===== src/rtl/sync_fifo_prog.sv =====
// Single-clock FIFO, level counter, programmable almost-full/empty, sticky errors; read latency 1
// (0 with SYNC_FIFO_FWFT_EN). Back-pressure: writes dropped while wr_full, reads ignored while rd_empty.
module sync_fifo_prog #(
  parameter  int DATA_WIDTH = 8,
  parameter  int ADDR_WIDTH = 4,
  localparam int CNT_WIDTH  = ADDR_WIDTH + 1
) (
  input  logic                  clk,
  input  logic                  rstn,
  input  logic                  wr_en,
  input  logic [DATA_WIDTH-1:0] wr_data,
  output logic                  wr_full,
  output logic                  wr_almost_full,
  input  logic                  rd_en,
  output logic [DATA_WIDTH-1:0] rd_data,
  output logic                  rd_valid,
  output logic                  rd_empty,
  output logic                  rd_almost_empty,
  output logic [CNT_WIDTH-1:0]  level,
  input  logic [CNT_WIDTH-1:0]  afull_thresh,
  input  logic [CNT_WIDTH-1:0]  aempty_thresh,
  input  logic                  clr_err,
  output logic                  overflow,
  output logic                  underflow
);
  localparam int DEPTH = 1 << ADDR_WIDTH;
  localparam logic [CNT_WIDTH-1:0] DEPTH_C = CNT_WIDTH'(DEPTH);

  logic [DATA_WIDTH-1:0] mem_q [DEPTH];
  logic [ADDR_WIDTH-1:0] wr_ptr_q;
  logic [ADDR_WIDTH-1:0] rd_ptr_q;
  logic [CNT_WIDTH-1:0]  level_q;
  logic [CNT_WIDTH-1:0]  level_d;
  logic                  full_q;
  logic                  empty_q;
  logic                  afull_q;
  logic                  aempty_q;
  logic                  ovf_q;
  logic                  ovf_d;
  logic                  unf_q;
  logic                  unf_d;
  logic                  wr_acc;
  logic                  rd_acc;

  assign wr_acc = wr_en & ~full_q;
  assign rd_acc = rd_en & ~empty_q;

  always_comb begin
    level_d = level_q;
    unique case ({wr_acc, rd_acc})
      2'b10:   level_d = level_q + CNT_WIDTH'(1);
      2'b01:   level_d = level_q - CNT_WIDTH'(1);
      default: level_d = level_q;
    endcase
  end

  // An error event in the same cycle as clr_err must survive the clear.
  assign ovf_d = (ovf_q & ~clr_err) | (wr_en & full_q);
  assign unf_d = (unf_q & ~clr_err) | (rd_en & empty_q);

  always_ff @(posedge clk) begin
    if (wr_acc) begin
      mem_q[wr_ptr_q] <= wr_data;
    end
  end

  always_ff @(posedge clk or negedge rstn) begin
    if (!rstn) begin
      wr_ptr_q <= '0;
      rd_ptr_q <= '0;
      level_q  <= '0;
      full_q   <= 1'b0;
      empty_q  <= 1'b1;
      afull_q  <= 1'b0;
      aempty_q <= 1'b1;
      ovf_q    <= 1'b0;
      unf_q    <= 1'b0;
    end else begin
      if (wr_acc) wr_ptr_q <= wr_ptr_q + ADDR_WIDTH'(1);
      if (rd_acc) rd_ptr_q <= rd_ptr_q + ADDR_WIDTH'(1);
      level_q  <= level_d;
      full_q   <= (level_d == DEPTH_C);
      empty_q  <= (level_d == '0);
      afull_q  <= (level_d >= afull_thresh);
      aempty_q <= (level_d <= aempty_thresh);
      ovf_q    <= ovf_d;
      unf_q    <= unf_d;
    end
  end

`ifdef SYNC_FIFO_FWFT_EN
  assign rd_data  = mem_q[rd_ptr_q];
  assign rd_valid = ~empty_q;
`else
  logic [DATA_WIDTH-1:0] rd_data_q;
  logic                  rd_valid_q;

  always_ff @(posedge clk or negedge rstn) begin
    if (!rstn) begin
      rd_data_q  <= '0;
      rd_valid_q <= 1'b0;
    end else begin
      rd_valid_q <= rd_acc;
      if (rd_acc) rd_data_q <= mem_q[rd_ptr_q];
    end
  end

  assign rd_data  = rd_data_q;
  assign rd_valid = rd_valid_q;
`endif

  assign wr_full         = full_q;
  assign rd_empty        = empty_q;
  assign wr_almost_full  = afull_q;
  assign rd_almost_empty = aempty_q;
  assign level           = level_q;
  assign overflow        = ovf_q;
  assign underflow       = unf_q;

endmodule


===== config.mk =====
export PLATFORM = sky130hd
export DESIGN_NAME = sync_fifo_prog
export DESIGN_NICKNAME = d
export VERILOG_FILES = /design/src/rtl/sync_fifo_prog.sv
export SDC_FILE = /design/constraint.sdc
export NUM_CORES = 1
export LEC_CHECK = 0
export CORE_MARGIN = 2
export CORE_UTILIZATION = 50
export DETAILED_ROUTE_END_ITERATION = 12
export PLACE_DENSITY = 0.69
export SETUP_SLACK_MARGIN = 0.2
export SLEW_MARGIN = 30
export SYNTH_ARGS = -nofsm -noshare
export SYNTH_HDL_FRONTEND = slang
export SYNTH_SLANG_ARGS = --single-unit

===== constraint.sdc =====
create_clock -name clk -period 9.1 [get_ports clk]
set_clock_uncertainty 0.05 [all_clocks]
set_input_delay 0.91 -clock clk [delete_from_list [all_inputs] [get_ports clk]]
set_output_delay 0.91 -clock clk [all_outputs]
set_load 0.05 [all_outputs]

### Yosys cells after proc, flatten, opt, wreduce, memory -nomap -nowiden

Memory sizes are Yosys's and may differ from the RTL's. A register that Yosys moved wholly into a read port is not among the register bits.
Cells that the tools add are included.

| word-level totals | value |
|---|---|
| bits in writable memories | 128 |
| memories | 1 |
| register bits | 20 |
| ROM bits | 0 |
| latch bits | 0 |

Memory list:

| name | words | width | read ports | clocked after Yosys merged registers in | wr ports | RTL line | source |
|---|---|---|---|---|---|---|---|
| mem_q | 16 | 8 | 1 | 1 | 1 | 29 | `logic [DATA_WIDTH-1:0] mem_q [DEPTH];` |

| operators by class | value |
|---|---|
| order comparisons | 2 |
| bitwise gates (word level) | 11 |
| eq/ne operators | 3 |
| add/subtract/negate cells | 4 |
| multiply operators | 0 |
| mux-type cells | 3 |
| div/mod/pow operators | 0 |
| shift operators | 0 |
| reduce and logical (&&, ||, !) cells | 2 |

Operators by type and width:

| operator | number |
|---|---|
| case mux 5 bit (2 select lines) | 1 |
| adder 4 x 1 -> 4 bit (second input constant) | 2 |
| bitwise AND 1 bit | 6 |
| adder 5 x 1 -> 5 bit (second input constant) | 1 |
| == test 5 bit (second input constant) | 1 |
| >= comparator 5 bit | 1 |
| less-or-equal comparator 5 bit | 1 |
| zero test 5 bit | 1 |
| subtractor 5 x 1 -> 5 bit (second input constant) | 1 |
| NOT 1 bit | 3 |
| == test 2 x 1 -> 1 bit (second input constant) | 1 |
| == test 2 bit (second input constant) | 1 |
| two-way mux 1 bit | 2 |
| bitwise OR 1 bit | 2 |
| zero test 1 bit | 1 |

### Logic depth before layout (Yosys ltp)

Gate-level depths: netlist of the first run.

| depth | value |
|---|---|
| depth in word-level cells | 5 |
| mapped depth | 14 |

### Worst setup path after synthesis of the first run

Ideal clock, no wire load.

| path | value |
|---|---|
| path type | input-to-reg |
| start point | in wr_en |
| end point | reg aempty_q (netlist: rd_almost_empty) |
| cell stages on the path | 14 |
| data required time | 8.960 ns |
| setup time | 0.090 ns |
| slack | 5.797 ns |
| data arrival time | 3.163 ns |
| path through | nor2b_1 > inv_1 > nand2_1 > xnor2_1 > ha_1 > a21oi_1 > or3_1 > nand3b_1 > xnor2_1 > ha_1 > and4_1 > mux2_2 > a21oi_1 > mux2i_1 |

| between the ends | value |
|---|---|
| word-level cells in the longest chain between the ends | 4 |
| elaborated cells on any way between the ends | 5 |
| those cells by class | order compare (1); eq/ne (2); mux (1); bitwise (1) |

Ends and longest elaborated chain:

| what | RTL line | source |
|---|---|---|
| from (decl) | 10 | `input logic wr_en,` |
| bitwise AND 1 bit (*) | 45 | `assign wr_acc = wr_en & ~full_q;` |
| == test 2 x 1 -> 1 bit / == test 2 bit (equally long branches) | 50 | `unique case ({wr_acc, rd_acc})` |
| case mux 5 bit (2 select lines) (*) | 50 |  |
| named net level_d[2] | 33 | `logic [CNT_WIDTH-1:0] level_d;` |
| less-or-equal comparator 5 bit (*) | 85 | `aempty_q <= (level_d <= aempty_thresh);` |
| to (signal assigned) | 85 |  |
| to (decl) | 37 | `logic aempty_q;` |

Mark *: on every way through the listed nets, which the timed path passes. The rest lies on a longest branch.
A chain may end at the register's enable or synchronous reset.

### Worst setup path in the final report of the first run

Same ends and word-level chain as after synthesis.

==> impl_metrics.toml, run 1 <==
[run_status]
status = "completed"

[clocking]
clk_path_buf_depth = 2
postCtsSetupBuffers = 0
cts_tree = "done"
path_clk_slew_ns = 0.06
cts_resized = 0
cts_max_level = 4
holdBufCountCts = 0
cts_buffers = 17
clock_sinks = 156
clock-root-buffer = "clkbuf_16"
clock_latency_ns = 0.42

[synth]
syn_nets = 410
syn_avg_cell_area_sq_um = 17.6
syn-instance-count = 372
synth_seq_cells = 156
netlist_area_sq_um = 6550
synth_cell_types = 44
synth_seq_area_share_pct = 69.4
yosys_warnings = 0

[sta]
min_period_over_period_pct = 47.1
rsz0062_at_grt = "false"
max_freq_mhz = 233
finalCriticalPeriod_ns = 4.28
totalNegativeSetupSlack_ns = 0
worstMarginPinSlew_ns = 0.942
finalWorstSetupSlack_ns = 4.82
final-setup-viol-count = 0
finalMaxSlewViolations = 0
relSlewSlack_pct = 37.0
finalHoldViolations = 0

[die]
pin_count = 43
die_y_um = 118
floorplan.initialDensity_pct = 51.5
coreArea_sq_um = 12700
die_w_um = 118
die_area_sq_um = 14000
fp-row-count = 41

[power]
ir_drop_mv = 0.150
power_mw = 2.55
pwr-share-clk_pct = 24.8
pwr-share-seq_pct = 40.1
combPwrFrac_pct = 35.1
p_int_mw = 1.67
power_density_nw_per_um2 = 333
p_leak_nw = 2.68
switching_share_pct = 34.6
p_sw_mw = 0.884

[worst_setup_path]
start_kind = "primary input"
critPathKind = "primary input to register"
cp.buffers_inverters = 2
worst-path-max-fanout = 13
cpPeakStageDelay_ns = 0.75
cp_slowest_cell = "nor2b_1"
crit_family = "simple AND/OR/NAND/NOR gates"
arrival_ns = 4.57
crit_required_ns = 9.38
worstPathCellList = "clkdlybuf4s50_1, nor2b_1, inv_1, nand2_1, xnor2_1, ha_1, a21oi_1, o22ai_1, o211ai_1, xnor2_1, ha_1, and4_1, mux2_2, a21oi_1, mux2i_1"
endpoint_kind = "register"

[cells_and_area]
fin_nets = 456
syn2layout_area_growth_pct = 16.9
layout-drive-gt1-share_pct = 16.9
nFillCells = 961
insertedDiodeCount = 0
fin_util_pct = 60.2

[placed_design]
hpwl_mm = 7.91
gp_congestion = 0.794
place_ws_ns = 4.46
port_buffers = 42

[drt]
vias = 3396
post_drt_via_cell_ratio = 5.63
drc = 0
wl_mm = 12.4
dr.first_iter.drc_count = 301
ant_nets = 0
wire_per_inst_um = 20.5
drtPass1Iterations = 4

[global_routing]
grt_first_pass_wirelength_mm = 19.4
antenna_found_initial = 0
grt_pass1_vias = 3446
grt_max_degree = 36
overflow = 0
grt_use_total_pct = 19.1

[flow_run]
drv_cap = 0

[hold_path]
hold_class = "register to register"
==> synth_stat cells (all sizes together) <==
| cell type | number | area share, % |
|---|---|---|
| a31oi | 1 | 0.096 |
| o211ai | 3 | 0.34 |
| nand3b | 1 | 0.11 |
| mux2i | 11 | 1.7 |
| a32oi | 1 | 0.13 |
| nor4b | 2 | 0.27 |
| a2111oi | 1 | 0.13 |
| inv | 20 | 1.1 |
| o31ai | 1 | 0.11 |
| edfxtp | 128 | 59 |
| mux2 | 9 | 1.5 |
| a221o | 8 | 1.2 |
| and3 | 2 | 0.19 |
| nand4 | 2 | 0.19 |
| nor2 | 16 | 0.92 |
| a21oi | 5 | 0.38 |
| o21ai | 7 | 0.53 |
| nor3b | 2 | 0.23 |
| ha | 15 | 2.9 |
| nand2b | 4 | 0.50 |
| xnor2 | 11 | 1.5 |
| nand4b | 1 | 0.13 |
| dfstp | 2 | 0.80 |
| o22ai | 2 | 0.19 |
| and4 | 1 | 0.13 |
| mux4 | 32 | 12 |
| and2 | 1 | 0.096 |
| dfrtp | 26 | 9.9 |
| nor3 | 15 | 1.1 |
| clkbuf | 11 | 0.65 |
| buf | 9 | 1.0 |
| o21a | 1 | 0.11 |
| or3 | 1 | 0.096 |
| nand2 | 15 | 0.86 |
| o41ai | 1 | 0.13 |
| a211oi | 1 | 0.11 |
| o2111ai | 1 | 0.13 |
| nor2b | 2 | 0.19 |
==> flip-flops by register name, indices dropped and copies added (netlist names) <==
name             flops
level                5
mem_q              128
overflow             1
rd_almost_empty      1
rd_data              8
rd_empty             1
rd_ptr_q             4
rd_valid             1
underflow            1
wr_almost_full       1
wr_full              1
wr_ptr_q             4
==> metrics by stage <==
stage / instance area [sq um] / cells / hold WS [ns]
2_1_floorplan: 6550 / 372 / 0.496
3_3_place_gp: 7120 / 571 / 0.451
3_5_place_dp: 7120 / 571 / 0.455
4_1_cts: 7660 / 603 / 0.469
5_1_grt: 7660 / 603 / 0.493
6_report: 7660 / 603 / 0.465
==> cells in the final DEF (no fill, tap or decap), drive strengths merged, types with 2 or more instances in the layout <==
cell and n:
nor3 15, nor3b 2, clkinvlp 2, mux2 9
and3 2, nor2b 2, dfrtp 26, a21oi 5
dfstp 2, a221o 8, clkbuf 17, nand4 2
nor2 16, o211ai 3, mux4 32, o22ai 2
xnor2 11, clkinv 12, ha 15, nand2b 4
buf 5, o21ai 7, nand2 15, clkdlybuf4s50 42
mux2i 11, nor4b 2, edfxtp 128, inv 20
==> layout make-up <==
class | count | area [sq um] | share of cell area [%]
clock buffers | 17 | 425 | 5.55
clock inverters | 15 | 108 | 1.40
inverters | 20 | 75.1 | 0.980
multi-input cells | 176 | 1830 | 23.9
flip-flops and latches | 156 | 4550 | 59.4
well taps | 172 | 215 | 2.81
repair buffers | 47 | 458 | 5.98
==> path summary, 6_finish.rpt <==
check | from | end | slack (ns) | depth (start not counted)
worst max register to register | wr_full$_DFF_PN0_ | rd_almost_empty$_DFF_PN1_ | 5.43 | 14
worst min register to register | rd_data[2]$_DFFE_PN0P_ | rd_data[2]$_DFFE_PN0P_ | 0.46 | 1
worst min-delay path | rd_data[2]$_DFFE_PN0P_ | rd_data[2]$_DFFE_PN0P_ | 0.46 | 1
min in group asynchronous | rstn | level[4]$_DFF_PN0_ | 0.83 | 2
worst max-delay path | wr_en | rd_almost_empty$_DFF_PN1_ | 4.82 | 15
max in group asynchronous | rstn | rd_almost_empty$_DFF_PN1_ | 7.86 | 2
==> power by group through the flow <==
stage / clock network [mW] / logic (mW) / registers [mW]
6_report: 0.633 / 0.895 / 1.02
5_1_grt: 0.677 / 0.970 / 1.04
4_1_cts: 0.643 / 0.902 / 1.03
3_5_place_dp: 0 / 0.898 / 1.04
3_3_place_gp: 0 / 0.884 / 1.04
2_1_floorplan: 0 / 0.600 / 1.09
==> logic make-up after synthesis <==
group | after synthesis | synth area share [%]
multiplexers | 52 | 14.7
AO/OA/AOI/OAI | 33 | 3.65
XOR/XNOR | 11 | 1.47
flip-flops | 156 | 69.4
AND/OR/NAND/NOR | 65 | 5.06
adder cells (fa/ha/maj) | 15 | 2.86
buffers and inverters | 40 | 2.84
==> per-layer routing <==
| metal | track usage (%) | wire [um] | vias up |
|---|---|---|---|
| met5 | 0 | 0 | - |
| met4 | 6.92 | 155 | 0 |
| met3 | 5.89 | 856 | 11 |
| met2 | 29.7 | 5930 | 110 |
| met1 | 25.6 | 5410 | 1722 |
| li1 | - | - | 1553 |
(Power assumes the default switching activity.)
==> inputs of run 2 (changes only) <==
==> constraint.sdc (replaced) <==
create_clock -name clk -period 4.2 [get_ports clk]
set_clock_uncertainty 0.05 [all_clocks]
set_input_delay 0.42 -clock clk [delete_from_list [all_inputs] [get_ports clk]]
set_output_delay 0.42 -clock clk [all_outputs]
set_load 0.05 [all_outputs]
==> run 2 against run 1 <==
Against the previous run:
- worst hold slack worse by 0.13 ns
- register-to-register slack worse by 4.6 ns
- design area is 0.46% higher
- global-route usage rose by 0.39 points
- sequential power grew 130%
- power increased by 120%
- via count is 0.53% higher
- critical endpoint unchanged
- largest cell class unchanged
- largest power group unchanged
==> impl_metrics.toml, run 2 (same netlist as run 1, synthesis figures left out) <==
[placed_design]
gp_congestion = 0.798
placed_area_sq_um = 7130
port_buffers = 42
hpwl_mm = 8.17
place_ws_ns = 0.426

[clocking]
clk_path_buf_depth = 2
cts_resized = 0
clock_latency_ns = 0.42
cts_buffers = 17
path_clk_slew_ns = 0.06
postCtsSetupBuffers = 0
cts_max_level = 4
clock_sinks = 156
clock-root-buffer = "clkbuf_16"
holdBufCountCts = 0
cts_tree = "done"

[worst_setup_path]
crit_required_ns = 4.48
cp_slowest_cell = "dfstp_2"
cp.buffers_inverters = 1
endpoint = "rd_almost_empty$_DFF_PN1_"
worst_r2r_path_depth = 13
reg2reg_from = "rd_empty$_DFF_PN1_"
cpPeakStageDelay_ns = 0.54
crit_start = "rd_empty$_DFF_PN1_"
cp.depth = 13
endpoint_kind = "register"
worst-path-max-fanout = 24
start_kind = "register"
reg2reg_slack_ns = 0.79
arrival_ns = 3.69
r2r-end = "rd_almost_empty$_DFF_PN1_"
critPathKind = "register to register"
crit_family = "simple AND/OR/NAND/NOR gates"
worstPathCellList = "nand2b_4, inv_1, nand2_1, xnor2_1, ha_1, o41ai_1, o211ai_1, xnor2_1, ha_1, and4_1, mux2_2, a21oi_1, mux2i_1"

[sta]
finalCriticalPeriod_ns = 3.41
min_period_over_period_pct = 81.2
final-setup-viol-count = 0
finalWorstSetupSlack_ns = 0.789
relSlewSlack_pct = 32.4
rsz0062_at_grt = "false"
totalNegativeSetupSlack_ns = 0
finalHoldViolations = 0
max_freq_mhz = 293
finalMaxSlewViolations = 0
worstMarginPinSlew_ns = 1.01

[hold_path]
hold_class = "primary input to async pin"

[drt]
dr.first_iter.drc_count = 351
ant_nets = 0
drtPass1Iterations = 4
wl_met3_um = 758
wire_per_inst_um = 21.0
drt-met1-wl_mm = 5.32
vias = 3414
wl_mm = 12.6
drc = 0
post_drt_via_cell_ratio = 5.66
highest_layer = "met4"
dr_wl_met2_mm = 6.37

[die]
die_y_um = 118
fp-row-count = 41
die_w_um = 118
die_area_sq_um = 14000
coreArea_sq_um = 12700
pin_count = 43
floorplan.initialDensity_pct = 51.5

[power]
p_leak_nw = 2.70
power_density_nw_per_um2 = 732
ir_drop_mv = 0.380
power_mw = 5.63

[cells_and_area]
mostFrequentLayoutCells = "edfxtp_1, clkdlybuf4s50_1, dfrtp_1, mux4_2, inv_1"
largest_reg_flops = 128
syn2layout_area_growth_pct = 17.4
fin_util_pct = 60.5
fin_nets = 457
layout-drive-gt1-share_pct = 15.5
design_area_sq_um = 7690
largest-register = "mem_q"
mostFrequentLayoutCell = "edfxtp_1"
insertedDiodeCount = 0

[global_routing]
grt_pass1_vias = 3526
grt_first_pass_wirelength_mm = 19.8
grt_use_total_pct = 19.5
antenna_found_initial = 0
grt_max_degree = 36
overflow = 0

[flow_run]
drv_cap = 0

[run_status]
status = "completed"
-- run 2: cell types whose count changed in the layout (fill, tap and decap cells not counted), sizes merged --
cell,previous run,this run
buf,5,6
bufinv,1,3
clkbuf,17,21
clkinv,12,7
clkinvlp,2,0
-- run 2: routing by layer --
| metal | GRT usage [%] | vias up |
|---|---|---|
| met4 | 9.30 | 0 |
| met5 | 0 | - |
| met3 | 5.41 | 20 |
| li1 | - | 1557 |
| met2 | 31.4 | 99 |
| met1 | 24.5 | 1738 |
-- run 2: worst min-delay path by stage --
| stage | start | to | slack, ns | cells after the start |
|---|---|---|---|---|
| after CTS | rstn | level[4]$_DFF_PN0_ | 0.33 | 2 |
| after global placement | rd_data[0]$_DFFE_PN0P_ | rd_data[0]$_DFFE_PN0P_ | 0.45 | 1 |
| after global routing | rstn | level[4]$_DFF_PN0_ | 0.39 | 2 |
| final | rstn | level[4]$_DFF_PN0_ | 0.33 | 2 |
| after floorplan | rstn | level[0]$_DFF_PN0_ | 0.07 | 0 |
| after detailed placement | rd_empty$_DFF_PN1_ | underflow$_DFF_PN0_ | 0.46 | 2 |
-- run 2: area by class of cell --
type,instances,area [sq um]
clock buffer,21,440
fill,938,5030
timing repair buffer,48,465
multi-input combinational,176,1820
clock inverter,10,124
tap,172,215
inverter,20,75.1
sequential,156,4550
-- run 2: worst register-to-register path, delay by kind of cell, from the launching register on --
family / cells / cell delay, ns
compound gates: 3 / 0.57
mux: 2 / 0.36
flops: 1 / 0.54
fa+ha+maj: 2 / 0.57
simple gates: 3 / 0.63
xor+xnor: 2 / 0.44
buf+inv: 1 / 0.17
-- run 2: per-stage QoR --
stage / std cells / hold slack (ns)
3_3_place_gp: 572 / 0.452
6_report: 603 / 0.334
2_1_floorplan: 372 / 0.0744
3_5_place_dp: 572 / 0.463
5_1_grt: 603 / 0.386
4_1_cts: 603 / 0.332
-- run 2: power by group --
group | switching, mW | internal [mW]
logic | 0.970 | 0.871
registers | 0.373 | 1.95
clock network | 0.554 | 0.920
total | 1.90 | 3.74
